[src/rtl/pipe_reg_chain_pkg.sv]
// Shared definitions for the elastic pipeline-register chain: default sizes and a popcount helper.
package pipe_reg_chain_pkg;

  localparam int PIPE_DEFAULT_WIDTH = 64;
  localparam int PIPE_DEFAULT_DEPTH = 4;

  // Widest vector popcount() accepts; callers zero-extend their vector to this width.
  localparam int POPCNT_MAX_W = 256;

  function automatic int unsigned popcount(input logic [POPCNT_MAX_W-1:0] vec);
    int unsigned n;
    n = 0;
    for (int i = 0; i < POPCNT_MAX_W; i++) begin
      n += 32'(vec[i]);
    end
    return n;
  endfunction

endpackage

[src/rtl/pipe_slot.sv]
// One register stage of the chain: payload register plus valid bit.
// Load wins over clear so a stage that hands off and receives in the same cycle keeps the new item.
module pipe_slot
  import pipe_reg_chain_pkg::*;
#(
  parameter int WIDTH = PIPE_DEFAULT_WIDTH
) (
  input  logic             clk,
  input  logic             rst,
  input  logic             load,
  input  logic             clear,
  input  logic [WIDTH-1:0] d,
  output logic [WIDTH-1:0] q,
  output logic             v
);

  logic             v_d, v_q;
  logic [WIDTH-1:0] q_d, q_q;

  always_comb begin
    v_d = v_q;
    q_d = q_q;
    if (load) begin
      v_d = 1'b1;
      q_d = d;
    end else if (clear) begin
      v_d = 1'b0;
    end
  end

  always_ff @(posedge clk) begin
    if (rst) begin
      v_q <= 1'b0;
      q_q <= '0;
    end else begin
      v_q <= v_d;
      q_q <= q_d;
    end
  end

  assign q = q_q;
  assign v = v_q;

endmodule

[src/rtl/pipe_reg_chain.sv]
// Elastic DEPTH-stage register chain with valid/ready backpressure, bubble collapse and per-stage kill.
// Optional live-item counter on occ is built only when PIPE_CHAIN_OCC_EN is defined.
module pipe_reg_chain
  import pipe_reg_chain_pkg::*;
#(
  parameter int WIDTH = PIPE_DEFAULT_WIDTH,
  parameter int DEPTH = PIPE_DEFAULT_DEPTH
) (
  input  logic                       clk,
  input  logic                       rst,
  input  logic                       in_valid,
  output logic                       in_ready,
  input  logic [WIDTH-1:0]           in_data,
  output logic                       out_valid,
  input  logic                       out_ready,
  output logic [WIDTH-1:0]           out_data,
  input  logic [DEPTH-1:0]           flush_mask,
  output logic [DEPTH-1:0]           stage_valid,
  output logic [$clog2(DEPTH+1)-1:0] occ
);

  localparam int OCC_W = $clog2(DEPTH+1);

  logic [DEPTH-1:0] v;
  logic [DEPTH-1:0] ev;
  logic [DEPTH-1:0] load;
  logic [DEPTH-1:0] clear;
  logic [DEPTH:0]   rdy;
  logic [WIDTH-1:0] data   [DEPTH];
  logic [WIDTH-1:0] slot_d [DEPTH];

  // Ready ripples from the output toward the input; an empty or killed slot always accepts.
  always_comb begin
    ev         = v & ~flush_mask;
    rdy        = '0;
    rdy[DEPTH] = out_ready;
    for (int i = DEPTH - 1; i >= 0; i--) begin
      rdy[i] = ~ev[i] | rdy[i+1];
    end
    load      = '0;
    clear     = '0;
    slot_d[0] = in_data;
    load[0]   = in_valid & rdy[0];
    for (int i = 1; i < DEPTH; i++) begin
      load[i]   = ev[i-1] & rdy[i];
      slot_d[i] = data[i-1];
    end
    for (int i = 0; i < DEPTH; i++) begin
      clear[i] = (ev[i] & rdy[i+1]) | (v[i] & flush_mask[i]);
    end
  end

  for (genvar g = 0; g < DEPTH; g++) begin : g_slot
    pipe_slot #(.WIDTH(WIDTH)) u_slot (
      .clk   (clk),
      .rst   (rst),
      .load  (load[g]),
      .clear (clear[g]),
      .d     (slot_d[g]),
      .q     (data[g]),
      .v     (v[g])
    );
  end

  assign in_ready    = rdy[0];
  assign out_valid   = ev[DEPTH-1];
  assign out_data    = data[DEPTH-1];
  assign stage_valid = v;

`ifdef PIPE_CHAIN_OCC_EN
  logic             push, pop;
  int               occ_next;
  logic [OCC_W-1:0] occ_d, occ_q;

  // Killed items leave the count the same cycle they are squashed, whether or not a push lands on them.
  always_comb begin
    push     = in_valid & rdy[0];
    pop      = ev[DEPTH-1] & out_ready;
    occ_next = int'(occ_q) + int'(push) - int'(pop)
             - int'(popcount(POPCNT_MAX_W'(v & flush_mask)));
    occ_d    = OCC_W'(occ_next);
  end

  always_ff @(posedge clk) begin
    if (rst) begin
      occ_q <= '0;
    end else begin
      occ_q <= occ_d;
    end
  end

  a_occ_range: assert property (@(posedge clk) disable iff (rst)
    (occ_next >= 0) && (occ_next <= DEPTH));

  assign occ = occ_q;
`else
  assign occ = '0;
`endif

endmodule

[config.mk]
export PLATFORM = sky130hd
export DESIGN_NAME = pipe_reg_chain
export DESIGN_NICKNAME = d
export VERILOG_FILES = /design/src/rtl/pipe_reg_chain_pkg.sv /design/src/rtl/pipe_slot.sv /design/src/rtl/pipe_reg_chain.sv
export SDC_FILE = /design/constraint.sdc
export NUM_CORES = 1
export LEC_CHECK = 0
export BUFFER_PORTS_ARGS = -buffer_cell sky130_fd_sc_hd__buf_4
export CELL_PAD_IN_SITES_DETAIL_PLACEMENT = 1
export CELL_PAD_IN_SITES_GLOBAL_PLACEMENT = 2
export CORE_MARGIN = 8
export CORE_UTILIZATION = 33
export CTS_CLUSTER_DIAMETER = 100
export CTS_CLUSTER_SIZE = 16
export DETAILED_ROUTE_END_ITERATION = 8
export GPL_TIMING_DRIVEN = 0
export PLACE_DENSITY_LB_ADDON = 0.1
export SLEW_MARGIN = 30
export SYNTH_ARGS = -nofsm -noshare
export SYNTH_HDL_FRONTEND = slang
export SYNTH_SLANG_ARGS = --single-unit
[constraint.sdc]
create_clock -name clk -period 1.5 [get_ports clk]
set_input_delay 0 -clock clk [delete_from_list [all_inputs] [get_ports clk]]
set_output_delay 0 -clock clk [all_outputs]
set_load 0.02 [all_outputs]
* Word level (Yosys, flattened, before mapping)
Index checks and enable logic that the tools add are counted.
** Operators by class
- Add/subtract/negate cells :: 0
- Multiply operators :: 0
- Div/mod/pow operators :: 0
- Magnitude comparators :: 0
- Eq/ne operators :: 0
- Shift operators :: 0
- Mux-type cells :: 8
- Bitwise logic cells :: 23
- Reductions and logical operators :: 4
** Operators with widths (count)
- 1-bit AND :: 9
- 1-bit 2-to-1 mux :: 8
- 1-bit OR :: 8
- 2-bit nonzero test :: 4
- 4-bit AND :: 1
- 1-bit NOT :: 4
- 4-bit NOT :: 1
** Storage, ports and cells
- Register bits after elaboration :: 260
- Latch bits :: 0
- RAM bits :: 0
- Bits in read-only memories :: 0
- Bits of input ports :: 72
- Output and inout port bits :: 73
- Word-level logic and storage cells :: 43
- Memories :: 0

* Logic depth before layout (Yosys ltp)
Gate-level depths: netlist of the first run.
- Depth in word-level cells :: 10
- Gate-level depth with buffers :: 6
- Depth with buffers taken out :: 3

* Modules after synthesis
From an unflattened synthesis of the first run, not the netlist that was laid out.
** Second synthesis, totals
- Cell total of the unflattened synthesis :: 863
- Area total of the unflattened synthesis :: 9537.9 µm²
** By module, submodules not included
- pipe_slot :: times used 4, cells an instance 210, area an instance 2344.7 µm², seq. area each 1301.2 µm²
- pipe_reg_chain :: times used 1, cells an instance 23, area an instance 158.9 µm², seq. area each 0.0 µm²

* Worst setup path before layout of the first run
OpenSTA, ideal clock, no wires.
- Path kind :: register -> register
- From :: register g_slot[3].u_slot.v_q
- To :: register g_slot[2].u_slot.q_q[10]
- Library setup time :: 0.072 ns
- Arrival :: 1.369 ns
- Data required time :: 1.428 ns
- Path slack :: 0.059 ns
- Stages on the path, launching flop included :: 6
- Path buffers :: 2
- Clock period less this slack :: 1.441 ns
- Path through :: dfxtp_1 or3b_4 o21ai_2 buf_8 buf_12 mux2i_1
** Between the ends
- Longest elaborated chain between the ends :: 5
** Ends and longest elaborated chain
- start: declaration :: RTL line pipe_slot.sv:17 : logic v_d, v_q;
- start signal: assignment :: RTL line pipe_slot.sv:36 : v_q <= v_d;
- 4-bit AND :: RTL line pipe_reg_chain.sv:34 : ev = v & ~flush_mask;
- 1-bit NOT :: RTL line pipe_reg_chain.sv:38 : rdy[i] = ~ev[i] | rdy[i+1];
- 1-bit OR (2 in series) :: RTL line pipe_reg_chain.sv:38
- 1-bit AND :: RTL line pipe_reg_chain.sv:45 : load[i] = ev[i-1] & rdy[i];
- end signal: assignment :: RTL line pipe_slot.sv:37 : q_q <= q_d;
- end: declaration :: RTL line pipe_slot.sv:18 : logic [WIDTH-1:0] q_d, q_q;
Every way passes these cells.
A chain may end at the register's enable or synchronous reset.

* Worst setup path in the final report of the first run
- From :: register g_slot[3].u_slot.v_q
- To :: output in_ready
** Between the ends
- Longest elaborated chain between the ends :: 6
** Ends and longest elaborated chain
- 4-bit AND :: RTL line pipe_reg_chain.sv:34
- 1-bit NOT :: RTL line pipe_reg_chain.sv:38
- 1-bit OR (4 in series) :: RTL line pipe_reg_chain.sv:38
- end: declaration :: RTL line pipe_reg_chain.sv:12 : output logic in_ready,
Every way passes these cells.

==> results of run 1 <==
[synthesized netlist by cell type, types with 3 or more instances]
library cell | count | area [um2]
nor2b_1 | 69 | 432
a21oi_1 | 68 | 340
clkbuf_1 | 80 | 300
buf_4 | 72 | 541
o221ai_2 | 49 | 736
a31oi_1 | 65 | 407
buf_2 | 20 | 100
buf_6 | 14 | 158
mux2i_1 | 128 | 1280
o21ai_0 | 64 | 320
nand2_1 | 65 | 244
buf_12 | 6 | 120
buf_1 | 12 | 45.0
nand4_1 | 64 | 400
nand3_1 | 64 | 320
o221ai_1 | 15 | 131
nor2_1 | 3 | 11.3
dfxtp_1 | 260 | 5200
nand2b_1 | 194 | 1210
[worst max-delay path by stage]
| stage | end |
|---|---|
| 2_1_floorplan | g_slot[2].u_slot.q[10]$_SDFFE_PP0P_ |
| 3_3_place_gp | g_slot[0].u_slot.q[20]$_SDFFE_PP0P_ |
| 3_5_place_dp | g_slot[0].u_slot.q[21]$_SDFFE_PP0P_ |
| 4_1_cts | in_ready |
| 5_1_grt | in_ready |
| 6_report | in_ready |
[layout by cell type, fill, tap and decap left out, types with 2 or more instances in the layout]
cell           synthesis  final
o221ai_2              49     54
dlygate4sd3_1          0     67
buf_2                 20     24
o221ai_1              15     10
clkbuf_8               0      3
o21ai_0               64     63
buf_12                 6     38
buf_4                 72    231
a21oi_4                0      2
buf_8                  1     19
buf_6                 14     15
a21oi_2                0     59
nor2_1                 3      3
a31oi_1               65     64
buf_16                 0     11
mux2i_1              128    126
dfxtp_1              260    258
nor2b_1               69     69
clkbuf_1              80     44
clkbuf_2               0     16
clkbuf_4               0      8
a21oi_1               68      7
nand2_1               65     64
nand3_1               64      2
nand4_1               64     64
clkbuf_16              0     26
nand2b_1             194    194
nand3_2                0     31
nand3_4                0     31
dfxtp_2                0      2
conb_1                 1      3
[metal layers]
metal	track usage (%)	routed length [um]	share of wire, %	up-vias
li1	-	-	-	5196
met1	25.0	20200	46	5361
met2	33.0	21400	49	156
met3	2.67	1340	3.0	63
met4	4.76	1070	2.4	2
met5	0	13	0.030	-
[repair_timing]
item,in CTS,in global routing
pin swaps,8,76
setup endpoints to repair,261,259
setup buffers,36,20
hold buffers,67,0
gates cloned,20,4
endpoints found under the hold margin,68,0
gates resized for setup,178,214
[power breakdown]
| group | leakage (nW) | switching (mW) | internal (mW) |
|---|---|---|---|
| Combinational | 4.33 | 0.805 | 0.845 |
| Sequential | 2.12 | 0.143 | 7.10 |
| Clock | 0.273 | 2.59 | 2.56 |
[state kept, by name, summed over array words and instances (netlist names)]
name,cells
g_slot.u_slot.q,256
g_slot.u_slot.v,4
[logic make-up (layout without fill, tap and decap cells)]
| family | Yosys count | count (layout) | synth area share, % |
|---|---|---|---|
| buffers and inverters | 205 | 503 | 10.3 |
| muxes | 128 | 128 | 10.3 |
| DFF | 260 | 260 | 42.0 |
| other | 1 | 3 | 0.0303 |
| AOI/OAI and AO/OA | 262 | 262 | 15.7 |
| and+or+nand+nor | 464 | 464 | 21.6 |
[metrics by stage]
| step | hold slack (ns) | util [%] | area [um2] |
|---|---|---|---|
| 6_report | 0.114 | 47.2 | 17600 |
| 5_1_grt | 0.132 | 47.2 | 17600 |
| 3_3_place_gp | 0.294 | 37.7 | 14000 |
| 4_1_cts | 0.0842 | 45.0 | 16800 |
| 3_5_place_dp | 0.296 | 37.7 | 14000 |
| 2_1_floorplan | 0.0781 | - | 12400 |
[worst min-delay path: stages]
cell and delay, ns:
buf_4 0.10, nor2b_1 0.04, buf_2 0.21, nand2_1 0.12
o221ai_2 0.10
[cell type report]
type / count / share of cell area, %
timing repair buffer: 276 / 16.5
clock buffer: 23 / 3.08
sequential: 260 / 29.5
buffer: 203 / 9.00
tap: 474 / 3.37
multi-input combinational: 857 / 38.4
clock inverter: 1 / 0.0639
==> results by group, run 1 <==
Run status
  – Outcome: complete, but fails checks
  – Failing checks: setup timing

CTS
  – H-tree depth: 1
  – TritonCTS Buffers: 20
  – CTS tree: yes
  – Clock Sinks: between 200 and 300
  – Clock Tree Buf Depth: 3
  – Worst-path clk slew: 0.08 ns
  – Worst skew pair latency: slightly above 0.5 ns
  – Clk root buf: clkbuf_16

Floorplan
  – Io pins: 145
  – Die width: approximately 210 um
  – Die ar.: about 44000 um2
  – Starting density of the core: 33.2%
  – Core area: 37300 um2
  – Die height: 210 um
  – Std-Cell Rows: 71

STA
  – Tmin final: between 1.5 and 2 ns
  – Max transition margin: 40.3%
  – Crit share post-route: 119%
  – RSZ-0062 raised after global routing: yes
  – Worst slew pin tran: between 0.8 and 0.9 ns
  – Clock skew: between 0.015 and 0.02 ns
  – Setup TNS: -36.58 ns
  – Fin. max-slew vios: 0
  – Worst Setup Slack, final: -0.284 ns
  – Hold Vio Cnt, Final: 0
  – Fmax: 560 MHz
  – Final setup vio count: 248

Yosys
  – Synth Warn #: 0
  – Syn Std Cell Area: 12400 um2
  – FFs w/ async S/R, synth: 0%
  – Sequential area share after synthesis: 42.0%
  – EDFF count, synth: 0
  – Post-synthesis register bit count: 260
  – Avg Cell Area, Syn: approximately 9.4 um2
  – Prevailing post-synth register cell: dfxtp_1
  – Cells after Synth: 1320
  – Distinct cells, synth: 27

Setup path
  – Crit path largest cell delay: 0.34 ns
  – Worst path buffer plus inverter count: 4
  – Critical Path AT: roughly 1.8 ns
  – Cell Chain, Critical Path: nor3b_4, buf_6, and2_4, buf_6, buf_12, nand2_4, buf_6
  – CP dominant cell by count: buf_6
  – Worst path depth: 7
  – CP startpoint: g_slot[3].u_slot.v$_SDFFE_PP0P_
  – Setup CP Type: flip-flop to primary output
  – Crit end category: primary output
  – R2R depth: 7
  – Setup crit start kind: flip-flop
  – R2r startpoint: g_slot[3].u_slot.v$_SDFFE_PP0P_
  – Top Family by Delay on Critical Path: buffers and inverters
  – Slowest CP cell: dfxtp_2
  – RR Endpoint: g_slot[2].u_slot.q[28]$_SDFFE_PP0P_
  – R2r setup slk: -0.26 ns
  – Req. time, crit path: 1.50 ns
  – Maximum fanout along the worst path: 2

Detailed routing
  – DR vias/cell: 5.15
  – Drt wl/cell: 21.0 um
  – DR pass1 iterations: 4
  – Final ANT Viol Nets: 0
  – DRC Markers: 0
  – 1st-iter DRT viols: 433
  – Via count: 10778
  – Final wirelength: roughly 44000 um

Global routing
  – Initial antenna violation count: 1
  – Largest net degree at the start of global routing: 17
  – Vias in the first global route: roughly 11000
  – Global-route wire length before repair: 67500 um
  – Total grt overflow: 0
  – Tot GR Track Use: approximately a fifth

Place
  – HPWL reported at the end of detailed placement: roughly 29000 um
  – Count of input and output buffers: 141
  – Gpl congestion: 0.751
  – Cell total after placement: 1937
  – Post-place setup slack: -0.811 ns

Final layout
  – Area of the multi-input gates: 6770 um2
  – Fillers: 4121
  – Final nets: around 1700
  – Final std cells w/o fill: 2094
  – Layout cells sized above 1: 35.8%
  – Ant. Diodes: 0
  – Register Area: 5210 um2
  – P&R area growth vs syn: 42.2%

Power
  – Worst VDD drop: 0.000602 V
  – Pwr Total: about 14 mW
  – Power Dens Cells: 797 nW/um2
  – Leak: 6.72 nW

Min path
  – Hold Crit Depth: 5
  – Min-delay src: rst
  – Hold crit path type: primary input to flip-flop
  – Hold endpoint: g_slot[0].u_slot.q[63]$_SDFFE_PP0P_

Run
  – Max-Cap Viols: 0
No activity file was read; power rests on OpenSTA's default activity.
==> inputs of run 2 (changes only) <==
- CORE_UTILIZATION: 33 -> 34
- CTS_BUF_LIST: unset -> sky130_fd_sc_hd__clkbuf_2 sky130_fd_sc_hd__clkbuf_4 sky130_fd_sc_hd__clkbuf_8
==> results by group, run 2 (same netlist as run 1, synthesis figures left out) <==
Final layout
  – Layout cells sized above 1: 25.3% (-11 points)
  – Ant. Diodes: 0 (unchanged)
  – P&R area growth vs syn: 25.7%
  – Most frequent cells in the layout: dfxtp_1, buf_4, nand2b_1
  – Final nets: 1646 (-2.6%)
  – Commonest non-fill, non-tap cell in the layout: dfxtp_1
  – Max reg flops: 256 (unchanged)
  – Fillers: 4188 (+1.6%)

Setup path
  – Maximum fanout along the worst path: 2 (unchanged)
  – R2r setup slk: -0.40 ns (-0.14 ns)
  – Crit end category: primary output
  – Setup CP Type: flip-flop to primary output
  – Req. time, crit path: 1.50 ns (about the same)
  – Setup crit start kind: flip-flop
  – Critical Path AT: 1.93 ns (+0.15 ns)
  – R2R depth: 7 (unchanged)
  – R2r startpoint: g_slot[3].u_slot.v$_SDFFE_PP0P_
  – RR Endpoint: g_slot[2].u_slot.q[51]$_SDFFE_PP0P_

Floorplan
  – Die height: 207 um (-1.4%)
  – Std-Cell Rows: 70 (-1.4%)
  – Core area: 36300 um2 (-2.8%)
  – Die ar.: 42800 um2 (-2.7%)
  – Starting density of the core: 34.2% (+0.96 points)
  – Io pins: 145 (unchanged)
  – Die width: 207 um (-1.4%)

Run status
  – Outcome: complete, but fails checks
  – Failing checks: setup timing

CTS
  – Clk root buf: clkbuf_8
  – Clock Tree Buf Depth: 3 (unchanged)
  – TritonCTS Buffers: 20 (unchanged)
  – H-tree depth: 1 (unchanged)
  – Worst-path clk slew: 0.11 ns (+0.03 ns)
  – CTS tree: yes
  – Clock Sinks: 260 (unchanged)
  – Worst skew pair latency: 0.56 ns (+0.05 ns)

Min path
  – Hold endpoint: g_slot[1].u_slot.q[2]$_SDFFE_PP0P_
  – Hold Crit Depth: 5 (unchanged)
  – Hold crit path type: primary input to flip-flop
  – Min-delay src: flush_mask[0]

STA
  – Final setup vio count: 260 (+4.8%)
  – Max transition margin: 36.0% (-4.3 points)
  – Fmax: 518 MHz (-7.6%)
  – RSZ-0062 raised after global routing: yes
  – Tmin final: 1.93 ns (+0.147 ns)
  – Worst slew pin tran: 0.960 ns (+0.0639 ns)
  – Hold Vio Cnt, Final: 0 (unchanged)
  – Worst Setup Slack, final: -0.431 ns (-0.147 ns)
  – Fin. max-slew vios: 0 (unchanged)
  – Setup TNS: -62.60 ns (-26.02 ns)
  – Crit share post-route: 129% (+9.8 points)
  – Clock skew: 0.0357 ns (+0.0202 ns)

Global routing
  – Vias in the first global route: 10831 (-5.3%)
  – Largest net degree at the start of global routing: 17 (unchanged)
  – Initial antenna violation count: 1 (unchanged)
  – Total grt overflow: 0 (unchanged)
  – Tot GR Track Use: 18.5% (-0.70 points)
  – Global-route wire length before repair: 62700 um (-7.1%)

Power
  – Power Dens Cells: 796 nW/um2 (-0.10%)
  – Pwr Total: 12.4 mW (-12%)
  – Leak: 6.13 nW (-8.8%)
  – Worst VDD drop: 0.000448 V (-26%)

Detailed routing
  – Drt wl/cell: 20.1 um (-4.2%)
  – DR pass1 iterations: 4 (unchanged)
  – 1st-iter DRT viols: 387 (-11%)
  – Via count: 10300 (-4.4%)
  – DR vias/cell: 5.04 (-2.0%)
  – Final ANT Viol Nets: 0 (unchanged)
  – DRC Markers: 0 (unchanged)
  – Final wirelength: 41100 um (-6.6%)

Place
  – HPWL reported at the end of detailed placement: 28500 um (-1.5%)
  – Count of input and output buffers: 141 (unchanged)
  – Gpl congestion: 0.772 (+2.8%)

Run
  – Max-Cap Viols: 0 (unchanged)
## run 2: cell count changes in the layout (fill, tap and decap cells not counted), sizes merged
cell and change:
buf -54, clkbuf +8, clkinv +1, inv -1
## run 2: critical path: stages, from the launching register on
cell and delay, ns:
dfxtp_4 0.38, nor3b_4 0.33, buf_6 0.15, and2_4 0.14
buf_8 0.10, buf_12 0.09, nand2_4 0.05, buf_6 0.14
## run 2: routing by layer
metal / vias up / part of all wire, % / global-route usage, %
met1: 5017 / 47 / 24.5
met3: 39 / 3.0 / 2.12
met2: 139 / 49 / 31.9
met4: 2 / 1.6 / 4.24
met5: - / 0.032 / 0
li1: 5103 / - / -
## run 2: how the worst max path moves through the flow
stage               cells after the start                       startpoint                                   to
finish                                  7  g_slot[3].u_slot.v$_SDFFE_PP0P_                             in_ready
global route                            7  g_slot[3].u_slot.v$_SDFFE_PP0P_                             in_ready
CTS                                     7  g_slot[3].u_slot.v$_SDFFE_PP0P_                             in_ready
detailed placement                      5  g_slot[3].u_slot.v$_SDFFE_PP0P_  g_slot[0].u_slot.q[17]$_SDFFE_PP0P_
global placement                        5  g_slot[3].u_slot.v$_SDFFE_PP0P_  g_slot[0].u_slot.q[16]$_SDFFE_PP0P_
floorplan                               5  g_slot[3].u_slot.v$_SDFFE_PP0P_  g_slot[2].u_slot.q[10]$_SDFFE_PP0P_
## run 2: where the power goes
group	internal (mW)	switching (mW)	total, mW
sequential	7.10	0.142	7.25
combinational	0.732	0.738	1.47
clock	1.28	2.40	3.69
total	9.12	3.28	12.4
## run 2: final cells by class
class | instances | area [um2] | area share (%)
plain buffers | 205 | 1480 | 9.47
clock buffers | 21 | 289 | 1.86
clock inverters | 1 | 16.3 | 0.104
multi-input cells | 857 | 5940 | 38.1
flip-flops and latches | 260 | 5210 | 33.4
well taps | 468 | 586 | 3.76
repair buffers | 230 | 2060 | 13.2
## run 2: timing repair
item,in CTS,in global routing
pin swaps,1,4
hold buffers,67,0
setup endpoints to repair,261,260
endpoints found under the hold margin,76,0
cloned,0,8
setup buffers,5,9
gates resized for setup,67,44
## run 2: per-stage QoR
stage                     area, um2  cells  util [%]  setup slack (ns)  hold WS [ns]
after floorplan               12400   1322         -            0.0593        0.0781
after global placement        14000   1931      38.7            -0.812         0.293
after detailed placement      14000   1931      38.7            -0.797         0.296
after CTS                     15200   2025      41.9            -0.486        0.0219
after global routing          15600   2042      43.0            -0.507        0.0529
final                         15600   2042      43.0            -0.431        0.0624
==> inputs of run 3 (changes only) <==
- PLACE_DENSITY: unset -> 0.83
- PLACE_DENSITY_LB_ADDON: 0.1 -> unset
==> results by group, run 3 (same netlist as run 1, synthesis figures left out) <==
Place
  – Post-DP Area: 14000 um2 (unchanged)
  – HPWL reported at the end of detailed placement: 28300 um (-0.52%)
  – Cell total after placement: 1931 (unchanged)
  – Gpl congestion: 0.766 (-0.70%)
  – Count of input and output buffers: 141 (unchanged)
  – Post-place setup slack: -0.680 ns (+0.118 ns)

Min path
  – Hold endpoint: g_slot[0].u_slot.q[1]$_SDFFE_PP0P_
  – Min-delay src: rst
  – Hold Crit Depth: 5 (unchanged)
  – Hold crit path type: primary input to flip-flop

Global routing
  – Initial antenna violation count: 1 (unchanged)
  – Total grt overflow: 0 (unchanged)
  – Vias in the first global route: 11222 (+3.6%)
  – Tot GR Track Use: 18.2% (-0.26 points)
  – Largest net degree at the start of global routing: 17 (unchanged)
  – Global-route wire length before repair: 62400 um (-0.38%)

Setup path
  – Crit end category: primary output
  – RR Endpoint: g_slot[0].u_slot.q[2]$_SDFFE_PP0P_
  – Crit path largest cell delay: 0.34 ns (-0.04 ns)
  – Setup CP Type: flip-flop to primary output
  – Top Family by Delay on Critical Path: simple AND/OR/NAND/NOR gates
  – Critical Path AT: 1.93 ns (about the same)
  – Worst path buffer plus inverter count: 4 (unchanged)
  – Cell Chain, Critical Path: nor3b_4, buf_6, and2_4, buf_6, buf_12, nand2_4, buf_6
  – Setup crit start kind: flip-flop
  – R2r startpoint: g_slot[3].u_slot.v$_SDFFE_PP0P_
  – Maximum fanout along the worst path: 2 (unchanged)
  – R2R depth: 8 (+1)
  – CP dominant cell by count: buf_6
  – Slowest CP cell: dfxtp_2
  – Req. time, crit path: 1.50 ns (about the same)
  – R2r setup slk: -0.28 ns (+0.12 ns)

CTS
  – H-tree depth: 1 (unchanged)
  – CTS tree: yes
  – Worst-path clk slew: 0.11 ns (about the same)
  – Worst skew pair latency: 0.56 ns (about the same)
  – Clock Sinks: 260 (unchanged)
  – Clock Tree Buf Depth: 3 (unchanged)
  – Clk root buf: clkbuf_8
  – TritonCTS Buffers: 20 (unchanged)

Run status
  – Failing checks: setup timing
  – Outcome: complete, but fails checks

Final layout
  – Most frequent cells in the layout: dfxtp_1, buf_4, nand2b_1
  – Max reg flops: 256 (unchanged)
  – Final design utilization: 42.8% (-0.16 points)
  – Ant. Diodes: 0 (unchanged)
  – P&R area growth vs syn: 25.3%
  – Layout cells sized above 1: 25.3% (+0.048 points)
  – Commonest non-fill, non-tap cell in the layout: dfxtp_1
  – Fin area: 15500 um2 (-0.36%)
  – Final nets: 1643 (-0.18%)
  – Final std cells w/o fill: 2039 (-0.15%)

Floorplan
  – Core area: 36300 um2 (unchanged)
  – Die height: 207 um (unchanged)
  – Die width: 207 um (unchanged)
  – Io pins: 145 (unchanged)
  – Die ar.: 42800 um2 (unchanged)
  – Starting density of the core: 34.2% (unchanged)
  – Std-Cell Rows: 70 (unchanged)

Detailed routing
  – Final wirelength: 40100 um (-2.5%)
  – M1 wire length: 18000 um (-6.8%)
  – Max Used Layer: met5
  – 1st-iter DRT viols: 461 (+19%)
  – Met3 wire length: 1330 um (+9.2%)
  – DR pass1 iterations: 4 (unchanged)
  – DR vias/cell: 5.13 (+1.6%)
  – Via count: 10453 (+1.5%)
  – Drt wl/cell: 19.7 um (-2.4%)
  – WL met2: 19300 um (-3.4%)
  – Final ANT Viol Nets: 0 (unchanged)
  – DRC Markers: 0 (unchanged)

Power
  – Power Dens Cells: 795 nW/um2 (-0.16%)
  – Register share of total power: 58.8% (+0.4 points)
  – Sw frac: 26.2% (-0.33 points)
  – P_sw: 3.23 mW (-1.8%)
  – P_int: 9.11 mW (about the same)
  – Pwr Total: 12.3 mW (-0.52%)
  – Combinational power share: 11.8% (about the same)
  – Worst VDD drop: 0.000441 V (-1.6%)
  – Leak: 6.08 nW (-0.76%)
  – Clock Power Share: 29.4% (-0.3 points)

STA
  – Max transition margin: 47.3% (+11 points)
  – Worst slew pin tran: 0.791 ns (-0.169 ns)
  – RSZ-0062 raised after global routing: yes
  – Worst hold slack: 0.0894 ns (+0.0270 ns)
  – Fmax: 519 MHz (+0.27%)
  – Hold Vio Cnt, Final: 0 (unchanged)
  – Final setup vio count: 241 (-7.3%)
  – Clock skew: 0.0336 ns (-0.00209 ns)
  – Fin. max-slew vios: 0 (unchanged)
  – Worst Setup Slack, final: -0.426 ns (+0.00512 ns)
  – Crit share post-route: 128% (-0.34 points)
  – Setup TNS: -38.43 ns (+24.17 ns)
  – Tmin final: 1.93 ns (-0.00512 ns)

Run
  – Max-Cap Viols: 0 (unchanged)
[run 3: cell type report]
cell class	count	area, um2
fillers	4193	20700
multi-input cells	857	5940
flip-flops and latches	260	5210
repair buffers	227	2010
plain buffers	205	1470
well taps	468	586
clock buffers	21	289
clock inverters	1	16.3
[run 3: power by group through the flow]
stage / clock [mW] / combinational (mW) / sequential [mW]
floorplan: 0 / 0.852 / 7.35
global placement: 0 / 1.26 / 7.39
detailed placement: 0 / 1.31 / 7.41
CTS: 3.79 / 1.46 / 7.25
global route: 4.00 / 1.58 / 7.28
finish: 3.63 / 1.46 / 7.25
[run 3: how the worst max path moves through the flow]
stage,from,to,slack (ns),depth (start not counted)
2_1_floorplan,g_slot[3].u_slot.v$_SDFFE_PP0P_,g_slot[2].u_slot.q[10]$_SDFFE_PP0P_,0.06,5
3_3_place_gp,g_slot[3].u_slot.v$_SDFFE_PP0P_,in_ready,-0.66,7
3_5_place_dp,g_slot[3].u_slot.v$_SDFFE_PP0P_,in_ready,-0.68,7
4_1_cts,g_slot[3].u_slot.v$_SDFFE_PP0P_,in_ready,-0.44,7
5_1_grt,g_slot[3].u_slot.v$_SDFFE_PP0P_,in_ready,-0.49,7
6_report,g_slot[3].u_slot.v$_SDFFE_PP0P_,in_ready,-0.43,7
[run 3: repair_timing]
item | CTS | global route
gates resized for setup | 82 | 31
setup buffers | 10 | 6
pin swaps | 7 | 0
hold endpoints to repair | 73 | 0
setup endpoints to repair | 260 | 260
hold buffers | 67 | 0
gates cloned | 1 | 5
[run 3: metal layers]
metal	global-route usage, %	vias to the layer above
met5	0	-
met4	7.30	2
met3	2.14	66
met2	31.2	193
met1	23.1	5109
li1	-	5083
[run 3: worst register-to-register path, cell delays in order (launching register included)]
cell,delay [ns]
dfxtp_2,0.34
nor3b_4,0.33
buf_6,0.15
and2_4,0.13
buf_6,0.11
buf_4,0.15
buf_12,0.15
buf_4,0.14
o221ai_1,0.12
